--- src/rtl/ls_mem_queue.sv ---
// In-order load/store queue between the load/store unit and a single-outstanding data cache port.
// Define LS_FORWARD_EN to forward queued word stores directly to younger loads.
module ls_mem_queue #(
    parameter int unsigned DEPTH     = 4,
    parameter int unsigned TAG_WIDTH = 6
) (
    input  logic                     clk,
    input  logic                     reset,
    input  logic                     flush,
    input  logic                     in_valid,
    output logic                     in_ready,
    input  logic                     in_we,
    input  logic [1:0]               in_size,
    input  logic                     in_unsigned,
    input  logic [31:0]              in_address,
    input  logic [31:0]              in_data,
    input  logic [TAG_WIDTH-1:0]     in_tag,
    output logic                     out_valid,
    input  logic                     out_ready,
    output logic [31:0]              out_data,
    output logic [TAG_WIDTH-1:0]     out_tag,
    output logic                     cache_req_valid,
    input  logic                     cache_req_ready,
    output logic                     cache_we,
    output logic [31:0]              cache_address,
    output logic [31:0]              cache_wdata,
    output logic [3:0]               cache_be,
    input  logic                     cache_resp_valid,
    input  logic [31:0]              cache_rdata,
    output logic [$clog2(DEPTH):0]   count
);
    localparam int unsigned AW = $clog2(DEPTH);
    localparam int unsigned CW = AW + 1;

    localparam logic [1:0] StIdle = 2'd0;
    localparam logic [1:0] StReq  = 2'd1;
    localparam logic [1:0] StWait = 2'd2;

    typedef struct packed {
        logic                 we;
        logic [1:0]           size;
        logic                 uns;
        logic [31:0]          addr;
        logic [31:0]          data;
        logic [TAG_WIDTH-1:0] tag;
    } entry_t;

    function automatic logic [31:0] lane_extract(input logic [31:0] word, input logic [1:0] a,
                                                 input logic [1:0] size, input logic uns);
        logic [31:0] sh;
        logic [31:0] r;
        sh = word;
        r  = word;
        case (size)
            2'b00: begin
                sh = word >> {a, 3'b000};
                r  = uns ? {24'b0, sh[7:0]} : {{24{sh[7]}}, sh[7:0]};
            end
            2'b01: begin
                sh = word >> {a[1], 4'b0000};
                r  = uns ? {16'b0, sh[15:0]} : {{16{sh[15]}}, sh[15:0]};
            end
            default: r = word;
        endcase
        return r;
    endfunction

    function automatic logic [3:0] byte_en(input logic [1:0] a, input logic [1:0] size);
        case (size)
            2'b00:   return 4'b0001 << a;
            2'b01:   return 4'b0011 << {a[1], 1'b0};
            default: return 4'b1111;
        endcase
    endfunction

    function automatic logic [31:0] lane_wdata(input logic [31:0] d, input logic [1:0] size);
        case (size)
            2'b00:   return {4{d[7:0]}};
            2'b01:   return {2{d[15:0]}};
            default: return d;
        endcase
    endfunction

    entry_t               ent_q [DEPTH];
    entry_t               ent_d [DEPTH];
    logic [AW-1:0]        rd_q, rd_d, wr_q, wr_d;
    logic [CW-1:0]        cnt_q, cnt_d;
    entry_t               new_ent, src;

    logic [1:0]           state_q, state_d;
    logic                 req_valid_q, req_we_q, req_uns_q, req_inq_q, discard_q;
    logic [31:0]          req_addr_q, req_wdata_q;
    logic [3:0]           req_be_q;
    logic [1:0]           req_size_q, req_lo_q;
    logic [TAG_WIDTH-1:0] req_tag_q;

    logic                 out_valid_q, out_is_load_q;
    logic [31:0]          out_data_q;
    logic [TAG_WIDTH-1:0] out_tag_q;

    logic full, accept, enq, fwd, issue, req_acc, pop, resp_take, resp_write;
    logic [31:0] fwd_data;

    assign full       = cnt_q == CW'(DEPTH);
    assign in_ready   = !full && !cache_resp_valid && (!out_valid_q || out_ready);
    assign accept     = in_valid && in_ready;
    assign enq        = accept && !fwd;
    assign req_acc    = (state_q == StReq) && cache_req_ready;
    // A flushed load still sitting in REQ has already left the queue, so its acceptance pops nothing.
    assign pop        = req_acc && req_inq_q;
    assign resp_take  = (state_q == StWait) && cache_resp_valid;
    assign resp_write = resp_take && !discard_q && !flush;

    always_comb begin
        new_ent.we   = in_we;
        new_ent.size = in_size;
        new_ent.uns  = in_unsigned;
        new_ent.addr = in_address;
        new_ent.data = in_data;
        new_ent.tag  = in_tag;
    end

`ifdef LS_FORWARD_EN
    logic          fwd_hit, fwd_word;
    logic [AW-1:0] fidx;

    // Scan oldest to youngest so the last hit is the youngest matching store.
    always_comb begin
        fwd_hit  = 1'b0;
        fwd_word = 1'b0;
        fwd_data = '0;
        fidx     = '0;
        for (int i = 0; i < int'(DEPTH); i++) begin
            fidx = rd_q + i[AW-1:0];
            if (i < int'(cnt_q) && ent_q[fidx].we &&
                ent_q[fidx].addr[31:2] == in_address[31:2]) begin
                fwd_hit  = 1'b1;
                fwd_word = ent_q[fidx].size == 2'b10;
                fwd_data = ent_q[fidx].data;
            end
        end
    end

    assign fwd = !in_we && fwd_hit && fwd_word;
`else
    assign fwd      = 1'b0;
    assign fwd_data = '0;
`endif

    logic [CW-1:0] k;
    logic [AW-1:0] cidx;

    always_comb begin
        ent_d = ent_q;
        rd_d  = rd_q;
        wr_d  = wr_q;
        cnt_d = cnt_q;
        k     = '0;
        cidx  = '0;
        if (flush) begin
            // Compact surviving stores to the bottom of the array, oldest first.
            for (int i = 0; i < int'(DEPTH); i++) begin
                cidx = rd_q + i[AW-1:0];
                if (i < int'(cnt_q) && !(pop && i == 0) && ent_q[cidx].we) begin
                    ent_d[k[AW-1:0]] = ent_q[cidx];
                    k = k + CW'(1);
                end
            end
            rd_d  = '0;
            wr_d  = k[AW-1:0];
            cnt_d = k;
        end else if (pop) begin
            rd_d  = rd_q + AW'(1);
            cnt_d = cnt_q - CW'(1);
        end
        if (enq) begin
            ent_d[wr_d] = new_ent;
            wr_d  = wr_d + AW'(1);
            cnt_d = cnt_d + CW'(1);
        end
    end

    // With an empty queue the incoming request is issued directly, saving a cycle.
    assign src = (cnt_q != '0) ? ent_q[rd_q] : new_ent;

    always_comb begin
        state_d = state_q;
        issue   = 1'b0;
        case (state_q)
            StIdle: begin
                if (!flush && (cnt_q != '0 || enq)) begin
                    issue   = 1'b1;
                    state_d = StReq;
                end
            end
            StReq:   if (cache_req_ready) state_d = req_we_q ? StIdle : StWait;
            StWait:  if (cache_resp_valid) state_d = StIdle;
            default: state_d = StIdle;
        endcase
    end

    always_ff @(posedge clk or negedge reset) begin
        if (!reset) begin
            for (int i = 0; i < int'(DEPTH); i++) ent_q[i] <= '0;
            rd_q  <= '0;
            wr_q  <= '0;
            cnt_q <= '0;
        end else begin
            ent_q <= ent_d;
            rd_q  <= rd_d;
            wr_q  <= wr_d;
            cnt_q <= cnt_d;
        end
    end

    always_ff @(posedge clk or negedge reset) begin
        if (!reset) begin
            state_q     <= StIdle;
            req_valid_q <= 1'b0;
            req_we_q    <= 1'b0;
            req_addr_q  <= '0;
            req_wdata_q <= '0;
            req_be_q    <= '0;
            req_size_q  <= '0;
            req_lo_q    <= '0;
            req_uns_q   <= 1'b0;
            req_tag_q   <= '0;
            req_inq_q   <= 1'b0;
            discard_q   <= 1'b0;
        end else begin
            state_q <= state_d;
            if (issue) begin
                req_valid_q <= 1'b1;
                req_we_q    <= src.we;
                req_addr_q  <= {src.addr[31:2], 2'b00};
                req_wdata_q <= src.we ? lane_wdata(src.data, src.size) : 32'h0;
                req_be_q    <= byte_en(src.addr[1:0], src.size);
                req_size_q  <= src.size;
                req_lo_q    <= src.addr[1:0];
                req_uns_q   <= src.uns;
                req_tag_q   <= src.tag;
                req_inq_q   <= 1'b1;
            end else begin
                if (req_acc) req_valid_q <= 1'b0;
                if (flush && state_q == StReq && !req_we_q) req_inq_q <= 1'b0;
            end
            if (resp_take) begin
                discard_q <= 1'b0;
            end else if (flush && ((state_q == StReq && !req_we_q) || state_q == StWait)) begin
                discard_q <= 1'b1;
            end
        end
    end

    always_ff @(posedge clk or negedge reset) begin
        if (!reset) begin
            out_valid_q   <= 1'b0;
            out_is_load_q <= 1'b0;
            out_data_q    <= '0;
            out_tag_q     <= '0;
        end else if (resp_write) begin
            out_valid_q   <= 1'b1;
            out_is_load_q <= 1'b1;
            out_data_q    <= lane_extract(cache_rdata, req_lo_q, req_size_q, req_uns_q);
            out_tag_q     <= req_tag_q;
        end else if (accept && (in_we || fwd)) begin
            out_valid_q   <= 1'b1;
            out_is_load_q <= !in_we;
            out_data_q    <= in_we ? 32'h0 :
                             lane_extract(fwd_data, in_address[1:0], in_size, in_unsigned);
            out_tag_q     <= in_tag;
        end else if ((out_valid_q && out_ready) || (flush && out_is_load_q)) begin
            out_valid_q   <= 1'b0;
        end
    end

    assign out_valid       = out_valid_q;
    assign out_data        = out_data_q;
    assign out_tag         = out_tag_q;
    assign cache_req_valid = req_valid_q;
    assign cache_we        = req_we_q;
    assign cache_address   = req_addr_q;
    assign cache_wdata     = req_wdata_q;
    assign cache_be        = req_be_q;
    assign count           = cnt_q;

endmodule

--- config.mk ---
export PLATFORM = sky130hd
export DESIGN_NAME = ls_mem_queue
export DESIGN_NICKNAME = d
export VERILOG_FILES = /design/src/rtl/ls_mem_queue.sv
export SDC_FILE = /design/constraint.sdc
export NUM_CORES = 2
export LEC_CHECK = 0
export CAP_MARGIN = 20
export CELL_PAD_IN_SITES_DETAIL_PLACEMENT = 0
export CELL_PAD_IN_SITES_GLOBAL_PLACEMENT = 2
export CORE_MARGIN = 1.5
export CORE_UTILIZATION = 37
export DETAILED_ROUTE_END_ITERATION = 6
export PLACE_DENSITY_LB_ADDON = 0.25
export SLEW_MARGIN = 20
export SYNTH_ARGS = -nofsm -noshare
export SYNTH_HDL_FRONTEND = slang
export SYNTH_SLANG_ARGS = --single-unit
--- constraint.sdc ---
create_clock -name clk -period 5.3 [get_ports clk]
set_input_delay 1.325 -clock clk [delete_from_list [all_inputs] [get_ports clk]]
set_output_delay 1.325 -clock clk [all_outputs]
set_load 0.01 [all_outputs]
==> flow_summary.json <==
{
  "max_cap_violations": 0,
  "gp_congestion": 0.809,
  "setup_viol": 0,
  "end_kind": "flop",
  "cellLeakagePower_uw": 0.0151,
  "worst_pin_slew_ns": 1.12,
  "fin_crit_sh": 0.884,
  "postCtsHoldBufs": 0,
  "reg2reg_from": "rd_q[0]",
  "yosysTopAreaCellShare": 0.320,
  "ctsResizeCount": 0,
  "ant_nets": 0,
  "grt_pass1_wl_um": 216000,
  "start_kind": "primary input",
  "clockRootBuffer": "clkbuf_16",
  "globalRouteOverflowTotal": 0,
  "synth_cells": 3997,
  "rows": 109,
  "async_reset_ff_frac": 1.00,
  "cts_sinks": 426,
  "yosysWarnings": 0,
  "avgSynthCellArea_um2": 8.34,
  "grt_usage": 0.308,
  "whs_ns": 0.475,
  "rsz0062_at_grt": "no",
  "die_w_um": 303,
  "yosysTopAreaCell": "dfrtp_1",
  "post-dp-hpwl_um": 81100,
  "slew-limit-headroom": 0.252,
  "drive_above_1_share": 0.115,
  "yosysSeqAreaShare": 0.320,
  "area_delta_synth_final_pct": 15.8,
  "antenna_found_initial": 3,
  "finalHoldViolCount": 0,
  "synth_seq_cells": 426,
  "grt_max_degree": 153,
  "drt-initial-drc-count": 3171,
  "ys_types": 69,
  "worstPathRequired_ns": 5.82,
  "fin_crit_ns": 4.69,
  "vias": 33200,
  "ios": 226,
  "vdd_drop_max_uv": 1470,
  "cts_made_buffers": 57,
  "io_buffers": 223,
  "drc_errors": 0,
  "cts_setup_buffers": 0,
  "critical_path_class": "primary input to flop",
  "synth-main-ff-cell": "dfrtp_1",
  "clk_latency_ns": 0.64,
  "synth_edf_count": 0,
  "hp-start": "cache_wdata[1]",
  "clock-skew-final_ns": 0.0212,
  "crit_path_start": "cache_req_ready",
  "grt_pass1_vias": 32300,
  "design.core.area_mm2": 0.0888,
  "fin_tns_setup_ns": 0,
  "cts_buffer_depth": 3,
  "total_power_uw": 30800,
  "die_h_um": 303,
  "min_path_type": "flop to flop",
  "slew_viol_final": 0,
  "max_freq_ghz": 0.213,
  "layout_commonest_cell": "nor2_1",
  "wire_per_inst_um": 27.9,
  "first_pass_iters": 5,
  "yosys-top-cells-area": "dfrtp_1, mux2i_1, nor2_1",
  "path_clk_slew_ns": 0.06,
  "die_area_mm2": 0.0919,
  "path_max_fanout": 38,
  "syn-cell-area_mm2": 0.0333,
  "start_util": 0.375,
  "vias_per_cell": 6.42,
  "status": "finished, final reports clean",
  "mostFrequentLayoutCells": "nor2_1, dfrtp_1, a21oi_1",
  "h-tree-depth": 2,
  "cts_tree": "built",
  "antennaDiodeCount": 0,
  "nets": 4086,
  "p_per_area_mw_per_mm2": 797,
  "routed_wl_um": 145000,
  "worst_ep_arrival_time_ns": 5.21
}
## cells in the mapped netlist (67+ instances only)
cell / n
mux2i_1: 292
buf_2: 67
o221ai_1: 73
nor2_1: 510
mux4_2: 84
nand3_1: 307
clkbuf_1: 295
a21oi_1: 368
nand2_1: 338
inv_1: 99
o211ai_1: 152
dfrtp_1: 426
mux2_2: 107
o31ai_1: 74
o21ai_0: 224
a211oi_1: 75
a221oi_1: 124
and3_1: 74
## routing by layer
metal | up-vias | share of wire | GRT usage
met5 | - | 0.00018 | 0
li1 | 14800 | - | -
met4 | 6 | 0.022 | 0.0829
met3 | 262 | 0.085 | 0.0599
met2 | 1621 | 0.46 | 0.489
met1 | 16500 | 0.44 | 0.428
## path summary, 6_finish.rpt
| check | to | slack, ns | cells past startpoint |
|---|---|---|---|
| max | ent_q[65] | 0.61 | 12 |
| min | cache_wdata[1] | 0.47 | 2 |
| max reg2reg | ent_q[65] | 1.05 | 11 |
| min reg2reg | cache_wdata[1] | 0.47 | 2 |
| max in group asynchronous | cache_wdata[20] | 3.51 | 2 |
| min in group asynchronous | ent_q[10] | 0.71 | 1 |
## power by group
part | switching (uW) | internal [uW]
combinational | 13000 | 7310
sequential | 1580 | 4830
clock | 1680 | 2410
total | 16200 | 14600
## per-stage QoR
| stage | setup slack, ns | instances | util | area, um2 |
|---|---|---|---|---|
| finish | 0.613 | 5175 | 0.435 | 38600 |
| global route | 0.543 | 5175 | 0.435 | 38600 |
| CTS | 0.727 | 5175 | 0.435 | 38600 |
| detailed placement | 0.0754 | 5070 | 0.413 | 36600 |
| global placement | 0.162 | 5070 | 0.413 | 36600 |
| floorplan | 0.228 | 3998 | - | 33300 |
## cell type report
class	count	area [um2]
Sequential cell	426	10700
Multi-Input combinational cell	3053	20700
Inverter	103	404
Fill cell	8694	50200
Clock buffer	89	1760
Tap cell	1165	1460
Clock inverter	16	184
Timing Repair Buffer	323	3390
## registers in the layout, indices dropped and copies added, names as in the netlist, 3 cells and up
signal,cells
cache_address,30
cache_be,4
cache_wdata,32
count,3
ent_q,296
out_data,32
out_tag,6
req_tag_q,6
## critical path, cell delays in order
cell	delay (ns)
clkdlybuf4s50_1	0.47
nand4b_1	0.21
o311a_4	0.28
inv_4	0.05
ha_4	0.29
buf_4	0.57
inv_1	0.31
nor4_4	0.43
buf_4	0.51
mux2_2	0.39
a221oi_1	0.27
nor2_1	0.07
## cell families (layout without fill, tap and decap cells)
family | Yosys count | in the layout | share of synthesized area
other cells | 1 | 2 | 0.000113
simple gates | 1273 | 1273 | 0.165
fa+ha+maj | 9 | 9 | 0.00338
buf+inv | 519 | 531 | 0.0655
flops | 426 | 426 | 0.320
xor+xnor | 6 | 6 | 0.00199
compound gates | 1252 | 1252 | 0.254
mux | 511 | 511 | 0.190
(Power assumes the default switching activity.)
